[config.mk]
export PLATFORM = sky130hd
export DESIGN_NAME = if_fetch
export DESIGN_NICKNAME = d
export VERILOG_FILES = /design/src/rtl/if_fetch_pkg.sv /design/src/rtl/if_fetch_skid.sv /design/src/rtl/if_fetch.sv
export SDC_FILE = /design/constraint.sdc
export NUM_CORES = 1
export LEC_CHECK = 0
export ABC_AREA = 1
export CAP_MARGIN = 5
export CORE_ASPECT_RATIO = 1.75
export CORE_MARGIN = 2
export CORE_UTILIZATION = 54
export DETAILED_ROUTE_END_ITERATION = 8
export GPL_ROUTABILITY_DRIVEN = 0
export GPL_TIMING_DRIVEN = 1
export PLACE_DENSITY = 0.81
export SLEW_MARGIN = 10
export SYNTH_ARGS = -nofsm -noshare
export SYNTH_HDL_FRONTEND = slang
export SYNTH_SLANG_ARGS = --single-unit
[constraint.sdc]
create_clock -name clk -period 2.15 [get_ports clk]
set_clock_uncertainty 0.15 [all_clocks]
set_input_delay 0.645 -clock clk [delete_from_list [all_inputs] [get_ports clk]]
set_output_delay 0.645 -clock clk [all_outputs]
set_load 0.02 [all_outputs]
[src/rtl/if_fetch_pkg.sv]
// Shared definitions for the instruction-fetch stage: widths, reset PC, NOP, FSM encoding.
// Latency: n/a (types and constants only).
// Backpressure: n/a.
package if_fetch_pkg;

  localparam int unsigned ADDR_W  = 32;
  localparam int unsigned INSTR_W = 32;

  localparam logic [ADDR_W-1:0]  RESET_PC_DEFAULT = 32'h0000_3000;
  localparam logic [INSTR_W-1:0] NOP_INSTR        = 32'h0000_0000;

  // FETCH: request outstanding at fetch_pc.
  // DROP : wrong-path request still outstanding, its data will be thrown away.
  // FULL : IF/ID and skid both occupied, no request issued.
  typedef enum logic [1:0] {
    ST_FETCH = 2'd0,
    ST_DROP  = 2'd1,
    ST_FULL  = 2'd2
  } fetch_state_e;

endpackage

[src/rtl/if_fetch_skid.sv]
// One-entry {pc, instr} holding register; catches a fetched word when IF/ID is stalled.
// Latency: load visible on outputs the cycle after load_i.
// Backpressure: none; owner guarantees it never loads while occupied.
// Ports: load_i/clear_i control (load wins), pc_i/instr_i data in, pc_o/instr_o held entry.
module if_skid_reg
  import if_fetch_pkg::*;
(
  input  logic               clk,
  input  logic               rst_n,
  input  logic               load_i,
  input  logic               clear_i,
  input  logic [ADDR_W-1:0]  pc_i,
  input  logic [INSTR_W-1:0] instr_i,
  output logic [ADDR_W-1:0]  pc_o,
  output logic [INSTR_W-1:0] instr_o
);

  logic [ADDR_W-1:0]  pc_q, pc_d;
  logic [INSTR_W-1:0] instr_q, instr_d;

  always_comb begin
    pc_d    = pc_q;
    instr_d = instr_q;
    if (clear_i) begin
      pc_d    = '0;
      instr_d = NOP_INSTR;
    end
    if (load_i) begin
      pc_d    = pc_i;
      instr_d = instr_i;
    end
  end

  always_ff @(posedge clk or negedge rst_n) begin
    if (!rst_n) begin
      pc_q    <= '0;
      instr_q <= NOP_INSTR;
    end else begin
      pc_q    <= pc_d;
      instr_q <= instr_d;
    end
  end

  assign pc_o    = pc_q;
  assign instr_o = instr_q;

endmodule

[src/rtl/if_fetch.sv]
// MIPS instruction fetch: owns fetch PC, req/ack to imem, valid/ready IF/ID register, redirect squash.
// Latency: ack -> valid_o next cycle; redirect -> request at target next cycle (after pending ack in DROP).
// Backpressure: IF/ID stall parks one extra word in the skid entry and drops imem_req_o until drained.
// Ports: imem_req_o/imem_addr_o/imem_ack_i/imem_rdata_i memory side; valid_o/pc_o/instr_o/id_ready_i
//        decode side; redirect_i/redirect_pc_i taken branch/jump target from ID.
module if_fetch
  import if_fetch_pkg::*;
#(
  parameter logic [ADDR_W-1:0] RESET_PC = RESET_PC_DEFAULT
)
(
  input  logic               clk,
  input  logic               rst_n,
  output logic               imem_req_o,
  output logic [ADDR_W-1:0]  imem_addr_o,
  input  logic               imem_ack_i,
  input  logic [INSTR_W-1:0] imem_rdata_i,
  output logic               valid_o,
  output logic [ADDR_W-1:0]  pc_o,
  output logic [INSTR_W-1:0] instr_o,
  input  logic               id_ready_i,
  input  logic               redirect_i,
  input  logic [ADDR_W-1:0]  redirect_pc_i
);

  fetch_state_e       state_q, state_d;
  logic [ADDR_W-1:0]  fetch_pc_q, fetch_pc_d;
  logic [ADDR_W-1:0]  saved_pc_q, saved_pc_d;
  logic               valid_q, valid_d;
  logic [ADDR_W-1:0]  pc_q, pc_d;
  logic [INSTR_W-1:0] instr_q, instr_d;

  logic               skid_load, skid_clear;
  logic [ADDR_W-1:0]  skid_pc;
  logic [INSTR_W-1:0] skid_instr;

  logic               ifid_free;
  logic [ADDR_W-1:0]  redirect_tgt;
  logic [ADDR_W-1:0]  pc_plus4;

  assign ifid_free    = !valid_q || id_ready_i;
  assign redirect_tgt = {redirect_pc_i[ADDR_W-1:2], 2'b00};
  // Natural 32-bit wrap: 0xFFFF_FFFC + 4 = 0.
  assign pc_plus4     = fetch_pc_q + 32'd4;

  always_comb begin
    state_d    = state_q;
    fetch_pc_d = fetch_pc_q;
    saved_pc_d = saved_pc_q;
    valid_d    = valid_q;
    pc_d       = pc_q;
    instr_d    = instr_q;
    skid_load  = 1'b0;
    skid_clear = 1'b0;

    case (state_q)
      ST_FETCH: begin
        if (redirect_i) begin
          // The branch in IF/ID (if transferring) is consumed; everything younger dies.
          valid_d = 1'b0;
          if (imem_ack_i) begin
            fetch_pc_d = redirect_tgt;
          end else begin
            // Address must stay put until the in-flight request completes.
            saved_pc_d = redirect_tgt;
            state_d    = ST_DROP;
          end
        end else if (imem_ack_i) begin
          fetch_pc_d = pc_plus4;
          if (ifid_free) begin
            valid_d = 1'b1;
            pc_d    = fetch_pc_q;
            instr_d = imem_rdata_i;
          end else begin
            skid_load = 1'b1;
            state_d   = ST_FULL;
          end
        end else if (ifid_free) begin
          valid_d = 1'b0;
        end
      end

      ST_DROP: begin
        valid_d = 1'b0;
        if (redirect_i) begin
          saved_pc_d = redirect_tgt;
        end
        if (imem_ack_i) begin
          // A redirect arriving with the ack is the youngest target.
          fetch_pc_d = redirect_i ? redirect_tgt : saved_pc_q;
          state_d    = ST_FETCH;
        end
      end

      ST_FULL: begin
        if (redirect_i) begin
          valid_d    = 1'b0;
          skid_clear = 1'b1;
          fetch_pc_d = redirect_tgt;
          state_d    = ST_FETCH;
        end else if (id_ready_i) begin
          valid_d    = 1'b1;
          pc_d       = skid_pc;
          instr_d    = skid_instr;
          skid_clear = 1'b1;
          state_d    = ST_FETCH;
        end
      end

      default: begin
        state_d = ST_FETCH;
      end
    endcase
  end

  always_ff @(posedge clk or negedge rst_n) begin
    if (!rst_n) begin
      state_q    <= ST_FETCH;
      fetch_pc_q <= RESET_PC;
      saved_pc_q <= RESET_PC;
      valid_q    <= 1'b0;
      pc_q       <= RESET_PC;
      instr_q    <= NOP_INSTR;
    end else begin
      state_q    <= state_d;
      fetch_pc_q <= fetch_pc_d;
      saved_pc_q <= saved_pc_d;
      valid_q    <= valid_d;
      pc_q       <= pc_d;
      instr_q    <= instr_d;
    end
  end

  if_skid_reg u_skid (
    .clk     (clk),
    .rst_n   (rst_n),
    .load_i  (skid_load),
    .clear_i (skid_clear),
    .pc_i    (fetch_pc_q),
    .instr_i (imem_rdata_i),
    .pc_o    (skid_pc),
    .instr_o (skid_instr)
  );

  // Gated by rst_n so no request is visible while reset is held.
  assign imem_req_o  = rst_n && (state_q != ST_FULL);
  assign imem_addr_o = fetch_pc_q;
  assign valid_o     = valid_q;
  assign pc_o        = pc_q;
  assign instr_o     = instr_q;

endmodule

==> flow_summary.toml, run 1 <==
[power_and_ir_drop]
irDropWorstVdd_mv = 0.9179
p_leak_uw = 0.006099
power_density_nw_per_um2 = 1513

[grt]
grt-ovfl-total = 0
grt_max_degree = 172
grtUsageTotal_pct = 29.55
antenna_found_initial = 0
grt_pass1_vias = 9232
grt_pass1_wl_um = 45420

[drt]
dr.pass1.iters = 6
vias = 9677
drc_errors = 0
finalWirelength_um = 28260
dr.first_iter.drc_count = 653
wl_per_cell_um = 16.57
routed_via_density = 5.676
ant_nets = 0

[synthesis]
async_flop_share_pct = 100.0
synth_fp_nets = 1332
yosys_register_bits = 195
syn_inst = 1258
ys.flop_type = "dfrtp_1"
syn-cell-area_um2 = 9674
yosysSeqAreaShare_pct = 50.52
synth_edf_count = 0
ys_warn_count = 0
synth.distinct_cells = 35
syn_avg_cell_area_um2 = 7.690

[placed_design]
hpwl_um = 18770
portBuffers = 164
pre_cts_slack_ps = -462.6
dpl-instance-area_um2 = 12080
dp.cells = 1663

[min_path]
worst_hold_path_type = "primary input to asynchronous set/reset pin"

[job]
max_cap_viol_count = 0

[timing]
max_freq_mhz = 468.5
max_slew.worst_pin.slew_ps = 899.6
setup_ws_ps = 15.73
relSlewSlack_pct = 40.03
setup_violations = 0
tns_ps = 0
hold_violations = 0
period_needed_ps = 2134
slew_viol_final = 0
post-route-period-util_pct = 99.27

[finish]
fin_area_um2 = 12840
n_fill_cell = 1319
seqCellArea_um2 = 4895
syn_to_final_growth_pct = 32.68
fin_cells = 1705
fin_util_pct = 73.19
multi_input_area_um2 = 4253
final_nets = 1535
drive_gt1_share_pct = 11.87
diodes = 0

[cts]
clock_latency_ps = 440
cts.clk_slew.worst_paths_ps = 80
cts_root_buffer = "clkbuf_16"
cts.sinks = 195
tritoncts = "yes"
htree_num_levels = 4
clock_path_buffers = 2
numCtsBuffers = 17

[setup_path]
critPathCaptureType = "register"
cp.required_ps = 2360
cp_max_fo = 6
cp-start-kind = "register"
cp.arrival_ps = 2340
worstSetupPathType = "register to register"

[die]
io_pins = 167
initial_utilization_pct = 55.17
core.rowCount = 64
dieArea_um2 = 19040
core_um2 = 17540
die_h_um = 181.1
die_w_um = 105.2

[outcome]
status = "finished, final reports clean"
-- sequential cells by signal, summed over array words and instances (netlist names) --
signal and count:
u_skid.instr_o 32, u_skid.pc_o 32, state_q 2, instr_o 32, imem_addr_o 32, pc_o 32, saved_pc_q 32, valid_o 1
-- through the flow --
step	hold WS [ps]	power, uW
final	74.37	19420
after floorplan	199.4	11820
after global routing	96.41	20720
after global placement	302.0	15890
after CTS	76.15	18920
after detailed placement	309.1	16160
-- critical path, cell delays in order (launching register included) --
cell       delay (ps)
dfrtp_1           420
ha_4              190
buf_6             130
inv_4              60
or2_4             110
nand2_2            60
a211oi_4          270
buf_4             170
clkbuf_16         130
buf_6             110
nor2_1             50
a31oi_1           170
-- synthesized netlist by cell type, types with 5 or more instances --
library cell | number | area (um^2)
dfrtp_1 | 189 | 4730
a21oi_1 | 37 | 185.2
buf_6 | 6 | 67.56
clkbuf_1 | 34 | 127.6
dfstp_2 | 6 | 157.7
o21ai_0 | 33 | 165.2
ha_1 | 5 | 62.56
a31oi_1 | 70 | 437.9
a221oi_1 | 10 | 87.58
o211ai_1 | 5 | 37.54
inv_1 | 62 | 232.7
nor2_2 | 5 | 31.28
o21ai_1 | 30 | 150.1
nand2_1 | 427 | 1603
buf_2 | 33 | 165.2
nand3_1 | 136 | 680.7
a22oi_1 | 8 | 60.06
nor2_1 | 133 | 499.2
-- kinds of logic (layout without fill, tap and decap cells) --
kind of cell             after synthesis  in the layout  synth area share, %
AO/OA/AOI/OAI                        201            201                12.34
XOR/XNOR                               3              3               0.2716
adder cells (fa/ha/maj)                5              5               0.6467
buffers and inverters                144            360                6.557
flip-flops                           195            195                50.52
AND/OR/NAND/NOR                      710            710                29.67
-- cell type report --
type	instances	area share [%]
Clock inverter	15	1.491
Inverter	67	1.979
Sequential cell	195	38.13
Multi-Input combinational cell	919	33.13
Tap cell	231	2.252
Timing Repair Buffer	261	19.70
Clock buffer	17	3.314
-- path summary, 6_finish.rpt --
path	startpoint	to	slack, ps	cells past startpoint
hold reg to reg	saved_pc_q[12]$_DFFE_PN1P_	saved_pc_q[12]$_DFFE_PN1P_	320	2
max in group asynchronous	rst_n	pc_o[20]$_DFFE_PN0P_	550	3
setup / recovery	state_q[1]$_DFFE_PN0P_	pc_o[13]$_DFFE_PN1P_	20	11
hold / removal	rst_n	saved_pc_q[1]$_DFFE_PN0P_	70	2
min in group clk	saved_pc_q[12]$_DFFE_PN1P_	saved_pc_q[12]$_DFFE_PN1P_	320	2
setup reg to reg	state_q[1]$_DFFE_PN0P_	pc_o[13]$_DFFE_PN1P_	20	11
-- cells in the final DEF (no fill, tap or decap), types with 5 or more instances in the layout --
cell type          n
nand2_1          422
dfrtp_1          183
nand3_1          136
nor2_1           127
dlygate4sd2_1     94
buf_4             74
a31oi_1           70
clkdlybuf4s50_1   62
inv_1             59
a21oi_1           37
o21ai_0           32
o21ai_1           31
clkbuf_16         21
buf_12            14
a221oi_1          10
a22oi_1            8
inv_2              6
nor2_4             6
nor2_2             6
inv_6              6
dfrtp_2            6
dfstp_2            6
buf_6              6
nand2_2            5
o211ai_1           5
-- metal layers --
metal | vias to the layer above | wire length (um) | global-route usage (%)
met4 | 0 | 1464 | 17.49
met5 | - | 0 | 0
met3 | 116 | 1718 | 3.932
met2 | 465 | 14250 | 50.12
li1 | 4570 | - | -
met1 | 4526 | 10830 | 35.55
-- where the power goes --
group | leakage, uW | internal [uW] | switching, uW
Combinational | 0.00338 | 3880 | 6020
Clock | 0.000295 | 1770 | 1550
Sequential | 0.00242 | 5190 | 988
-- timing repair --
action,CTS,global route
gates resized for setup,109,38
setup endpoints to repair,103,90
hold buffers,0,0
gates cloned,0,4
setup buffers,1,5
pin swaps,0,3
No activity file was read; power rests on OpenSTA's default activity.
==> run 2, diff against run 1 <==
- CORE_MARGIN: 2 -> 8
==> run 2 against run 1 <==
Effect of this change: worst setup slack got worse by 7.1 ps; non-clock buffer count fell by 14; critical endpoint is now state_q[0]$_DFFE_PN0P_; clock power is 5% lower; sequential share of layout area increased by 0.76 points; fmax decreased by 0.33%; critical path type is now primary input to register; global-route usage is 3.7 points lower; clock-buffer cell count rose by 1; sequential cell count stayed put; die area is 19% higher; final cell count fell by 0.65%.
==> flow_summary.toml, run 2 (same netlist as run 1, synthesis figures left out) <==
[setup_path]
cp.depth = 9
cp_max_fo = 5
cp-start-kind = "primary input"
critPathTopFamily = "buffers and inverters"
critPathCaptureType = "register"
critPathMaxStageDelay_ps = 490
cp.arrival_ps = 2300
cp_slowest_cell = "clkdlybuf4s50_1"
worstSetupPathType = "primary input to register"
critical_path.cell_chain = "clkdlybuf4s50_1 > buf_4 > buf_4 > nand2_1 > o22ai_1 > nor3_1 > o21ai_1 > nand2_1 > o21ai_0"
cp.required_ps = 2310
rr_worst_depth = 9
critPathBufInv = 3

[cts]
htree_num_levels = 4
cts_root_buffer = "clkbuf_16"
cts.sinks = 195
tritoncts = "yes"
numCtsBuffers = 17
cts.clk_slew.worst_paths_ps = 70
clock_path_buffers = 2
clock_latency_ps = 430

[die]
initial_utilization_pct = 54.32
core.rowCount = 65
dieArea_um2 = 22620
io_pins = 167
core_um2 = 17810
die_h_um = 193.1
die_w_um = 117.2

[finish]
fin_util_pct = 70.64
final_nets = 1521
diodes = 0
fin_cells = 1694
final_cell_mix = "421 x nand2_1, 184 x dfrtp_1, 136 x nand3_1, 129 x nor2_1, 92 x dlygate4sd2_1"
drive_gt1_share_pct = 10.89
final_common_cell = "nand2_1"
n_fill_cell = 1412
fin_area_um2 = 12580
syn_to_final_growth_pct = 30.04

[timing]
max_slew.worst_pin.slew_ps = 675.0
relSlewSlack_pct = 55.00
setup_ws_ps = 8.640
setup_violations = 0
max_freq_mhz = 467.0
hold_violations = 0
rsz0062_at_grt = "yes"
post-route-period-util_pct = 99.60
period_needed_ps = 2141
slew_viol_final = 0

[grt]
grt_pass1_wl_um = 46150
grt_pass1_vias = 9298
antenna_found_initial = 0
grtUsageTotal_pct = 25.84
grt-ovfl-total = 0
grt_max_degree = 104

[drt]
vias = 9407
finalWirelength_um = 28040
dr.pass1.iters = 6
drc_errors = 0
wl_per_cell_um = 16.55
ant_nets = 0
dr.first_iter.drc_count = 864
routed_via_density = 5.553

[placed_design]
dp.cells = 1659
portBuffers = 164
hpwl_um = 20020
pre_cts_slack_ps = -386.4
dpl-instance-area_um2 = 12050

[job]
max_cap_viol_count = 0

[power_and_ir_drop]
finalPower_uw = 18880
power_density_nw_per_um2 = 1501
p_leak_uw = 0.005971
irDropWorstVdd_mv = 0.8661

[outcome]
status = "finished, final reports clean"

[min_path]
worst_hold_path_type = "primary input to asynchronous set/reset pin"
-- run 2: changes by cell type in the layout (fill, tap and decap cells not counted), moves of 3 or more --
cell       delta
clkbuf_16     -4
nor2_4        -3
buf_6         -6
clkinv_2      +4
buf_4         -6
-- run 2: where the power goes --
| part | switching (uW) | internal, uW | total [uW] |
|---|---|---|---|
| combinational | 5930 | 3660 | 9590 |
| sequential | 945 | 5190 | 6140 |
| clock | 1420 | 1730 | 3150 |
| total | 8300 | 10600 | 18900 |
-- run 2: per-stage QoR --
| stage | TNS [ps] | hold slack [ps] |
|---|---|---|
| floorplan | 0 | 199.4 |
| global placement | -38300 | 300.7 |
| detailed placement | -47110 | 306.1 |
| CTS | 0 | 204.3 |
| global route | -145.1 | 219.1 |
| finish | 0 | 152.7 |
-- run 2: final cells by class --
| class | instances | area, um^2 | share of cell area (%) |
|---|---|---|---|
| clock buffers | 18 | 429.2 | 3.411 |
| clock inverters | 14 | 150.1 | 1.193 |
| inverters | 67 | 252.7 | 2.009 |
| multi-input cells | 919 | 4220 | 33.55 |
| flip-flops and latches | 195 | 4893 | 38.90 |
| well taps | 234 | 292.8 | 2.327 |
| repair buffers | 247 | 2342 | 18.62 |
-- run 2: per-layer routing --
layer	routed length (um)	global-route usage, %	vias to the layer above
li1	-	-	4531
met1	10790	30.37	4383
met2	14430	44.91	405
met3	1709	3.337	88
met4	1109	12.98	0
met5	0	0	-
-- run 2: worst paths after layout --
check / start / end / slack [ps]
max in group asynchronous: rst_n / imem_addr_o[11]$_DFFE_PN0P_ / 1240
min in group clk: saved_pc_q[12]$_DFFE_PN1P_ / saved_pc_q[12]$_DFFE_PN1P_ / 320
worst max register to register: state_q[1]$_DFFE_PN0P_ / instr_o[3]$_DFFE_PN0P_ / 80
worst min-delay path: rst_n / pc_o[15]$_DFFE_PN0P_ / 150
worst max-delay path: redirect_i / state_q[0]$_DFFE_PN0P_ / 9
worst min register to register: saved_pc_q[12]$_DFFE_PN1P_ / saved_pc_q[12]$_DFFE_PN1P_ / 320
-- run 2: repair_timing --
action / CTS / global route
hold buffers: 0 / 0
setup buffers: 3 / 0
pin swaps: 0 / 0
gates resized for setup: 104 / 22
cloned: 0 / 0
setup endpoints to repair: 147 / 95
==> run 3, diff against run 2 <==
- clock period: 2.15 -> 2.1 ns (I/O delays scaled with it)
==> run 3 against run 2 <==
Effect of this change: the run now ends with negative setup slack left; global-route usage shrank 0.75 points; cell area up 3.9%; power up 7.8%; worst hold slack improved by 11 ps; register-to-register slack worse by 200 ps; final cell count grew 1.1%; clock power is essentially flat; first-iteration DRC count grew 6.5%; via count is 3.2% higher; highest routed layer unchanged.
==> flow_summary.toml, run 3 (same netlist as run 1, synthesis figures left out) <==
[drt]
dr.pass1.iters = 5
ant_nets = 0
routed_via_density = 5.673
vias = 9712
drc_errors = 0
wl_per_cell_um = 17.39
dr.first_iter.drc_count = 920
finalWirelength_um = 29770

[placed_design]
hpwl_um = 19590
dp.cells = 1660
pre_cts_slack_ps = -402.4
portBuffers = 164

[grt]
grt_pass1_vias = 8926
grt_pass1_wl_um = 44950
antenna_found_initial = 0
grtUsageTotal_pct = 25.09
grt-ovfl-total = 0
grt_max_degree = 121

[timing]
relSlewSlack_pct = 36.67
setup_ws_ps = -148.2
setup_violations = 65
rsz0062_at_grt = "yes"
period_needed_ps = 2248
max_freq_mhz = 444.8
post-route-period-util_pct = 107.1
max_slew.worst_pin.slew_ps = 949.9
tns_ps = -5246
slew_viol_final = 0
hold_violations = 0

[cts]
numCtsBuffers = 17
cts_root_buffer = "clkbuf_16"
cts.sinks = 195
holdBufCountCts = 0
cts.clk_slew.worst_paths_ps = 70
tritoncts = "yes"
clock_latency_ps = 440
clock_path_buffers = 2
htree_num_levels = 4

[job]
max_cap_viol_count = 0

[power_and_ir_drop]
intPower_uw = 11300
seqPwrFrac_pct = 31.2
p_clk_share_pct = 15.3
power_switching_uw = 9054
finalPower_uw = 20360
switching_share_pct = 44.48
comb_power_share_pct = 53.5
irDropWorstVdd_mv = 1.118
p_leak_uw = 0.006142
power_density_nw_per_um2 = 1557

[die]
core.rowCount = 65
die_w_um = 117.2
core_um2 = 17810
dieArea_um2 = 22620
initial_utilization_pct = 54.32
die_h_um = 193.1
io_pins = 167

[outcome]
status = "complete, but fails checks"
violations = "negative setup slack"

[setup_path]
cp_max_fo = 8
worstSetupPathType = "primary input to register"
cp.required_ps = 2300
rrSetupSlack_ps = -120
critPathCaptureType = "register"
cp.arrival_ps = 2450
cp-start-kind = "primary input"

[finish]
diodes = 0
final_cell_mix = "422 x nand2_1, 185 x dfrtp_1, 136 x nand3_1, 97 x nor2_1, 91 x dlygate4sd2_1"
seqCellArea_um2 = 4892
multi_input_area_um2 = 4398
drive_gt1_share_pct = 14.61
final_nets = 1539
n_fill_cell = 1341
final_common_cell = "nand2_1"
fin_cells = 1712
syn_to_final_growth_pct = 35.13

[min_path]
worst_hold_path_type = "primary input to asynchronous set/reset pin"
## run 3: final cells by class
cell class / count / share of cell area, %
Timing Repair Buffer: 265 / 20.45
Clock inverter: 14 / 0.9093
Clock buffer: 18 / 3.360
Sequential cell: 195 / 37.42
Multi-Input combinational cell: 919 / 33.64
Tap cell: 234 / 2.240
Inverter: 67 / 1.972
## run 3: metal layers
| metal | vias up | wire length (um) | GRT usage [%] | part of all wire [%] |
|---|---|---|---|---|
| li1 | 4557 | - | - | - |
| met1 | 4598 | 11380 | 30.42 | 38 |
| met2 | 471 | 15360 | 42.28 | 52 |
| met3 | 86 | 1880 | 3.837 | 6.3 |
| met4 | 0 | 1148 | 12.33 | 3.9 |
| met5 | - | 0 | 0 | 0 |
## run 3: final timing paths
check | from | to | cells past startpoint
max in group asynchronous | rst_n | imem_addr_o[4]$_DFFE_PN0P_ | 2
min | rst_n | instr_o[20]$_DFFE_PN0P_ | 2
min in group clk | saved_pc_q[12]$_DFFE_PN1P_ | saved_pc_q[12]$_DFFE_PN1P_ | 2
max | redirect_i | instr_o[27]$_DFFE_PN0P_ | 9
max reg2reg | state_q[0]$_DFFE_PN0P_ | instr_o[27]$_DFFE_PN0P_ | 11
min reg2reg | saved_pc_q[12]$_DFFE_PN1P_ | saved_pc_q[12]$_DFFE_PN1P_ | 2
## run 3: power groups by stage
stage / logic, uW / registers [uW] / clock network, uW
2_1_floorplan: 4650 / 7450 / 0
3_3_place_gp: 10100 / 6270 / 0
3_5_place_dp: 10300 / 6340 / 0
4_1_cts: 9800 / 6240 / 3150
5_1_grt: 11800 / 6510 / 3330
6_report: 10900 / 6350 / 3120
## run 3: worst max-delay path, stage by stage
cell,delay [ps]
clkdlybuf4s50_1,490
inv_2,150
nand2_2,120
a211oi_4,360
buf_12,150
buf_12,160
clkbuf_16,180
nor2_2,40
a31oi_1,150
## run 3: timing repair
action / CTS / global route
setup buffers: 4 / 9
pin swaps: 3 / 4
gates resized for setup: 107 / 90
endpoints found under the setup margin: 168 / 110
gates cloned: 0 / 7
## run 3: metrics by stage
stage | area [um^2] | hold slack [ps] | util (%)
final | 13070 | 163.4 | 73.40
after global routing | 13070 | 227.9 | 73.40
after CTS | 12530 | 226.6 | 70.35
after detailed placement | 12040 | 303.2 | 67.60
after global placement | 12040 | 303.3 | 67.60
after floorplan | 9674 | 184.4 | -
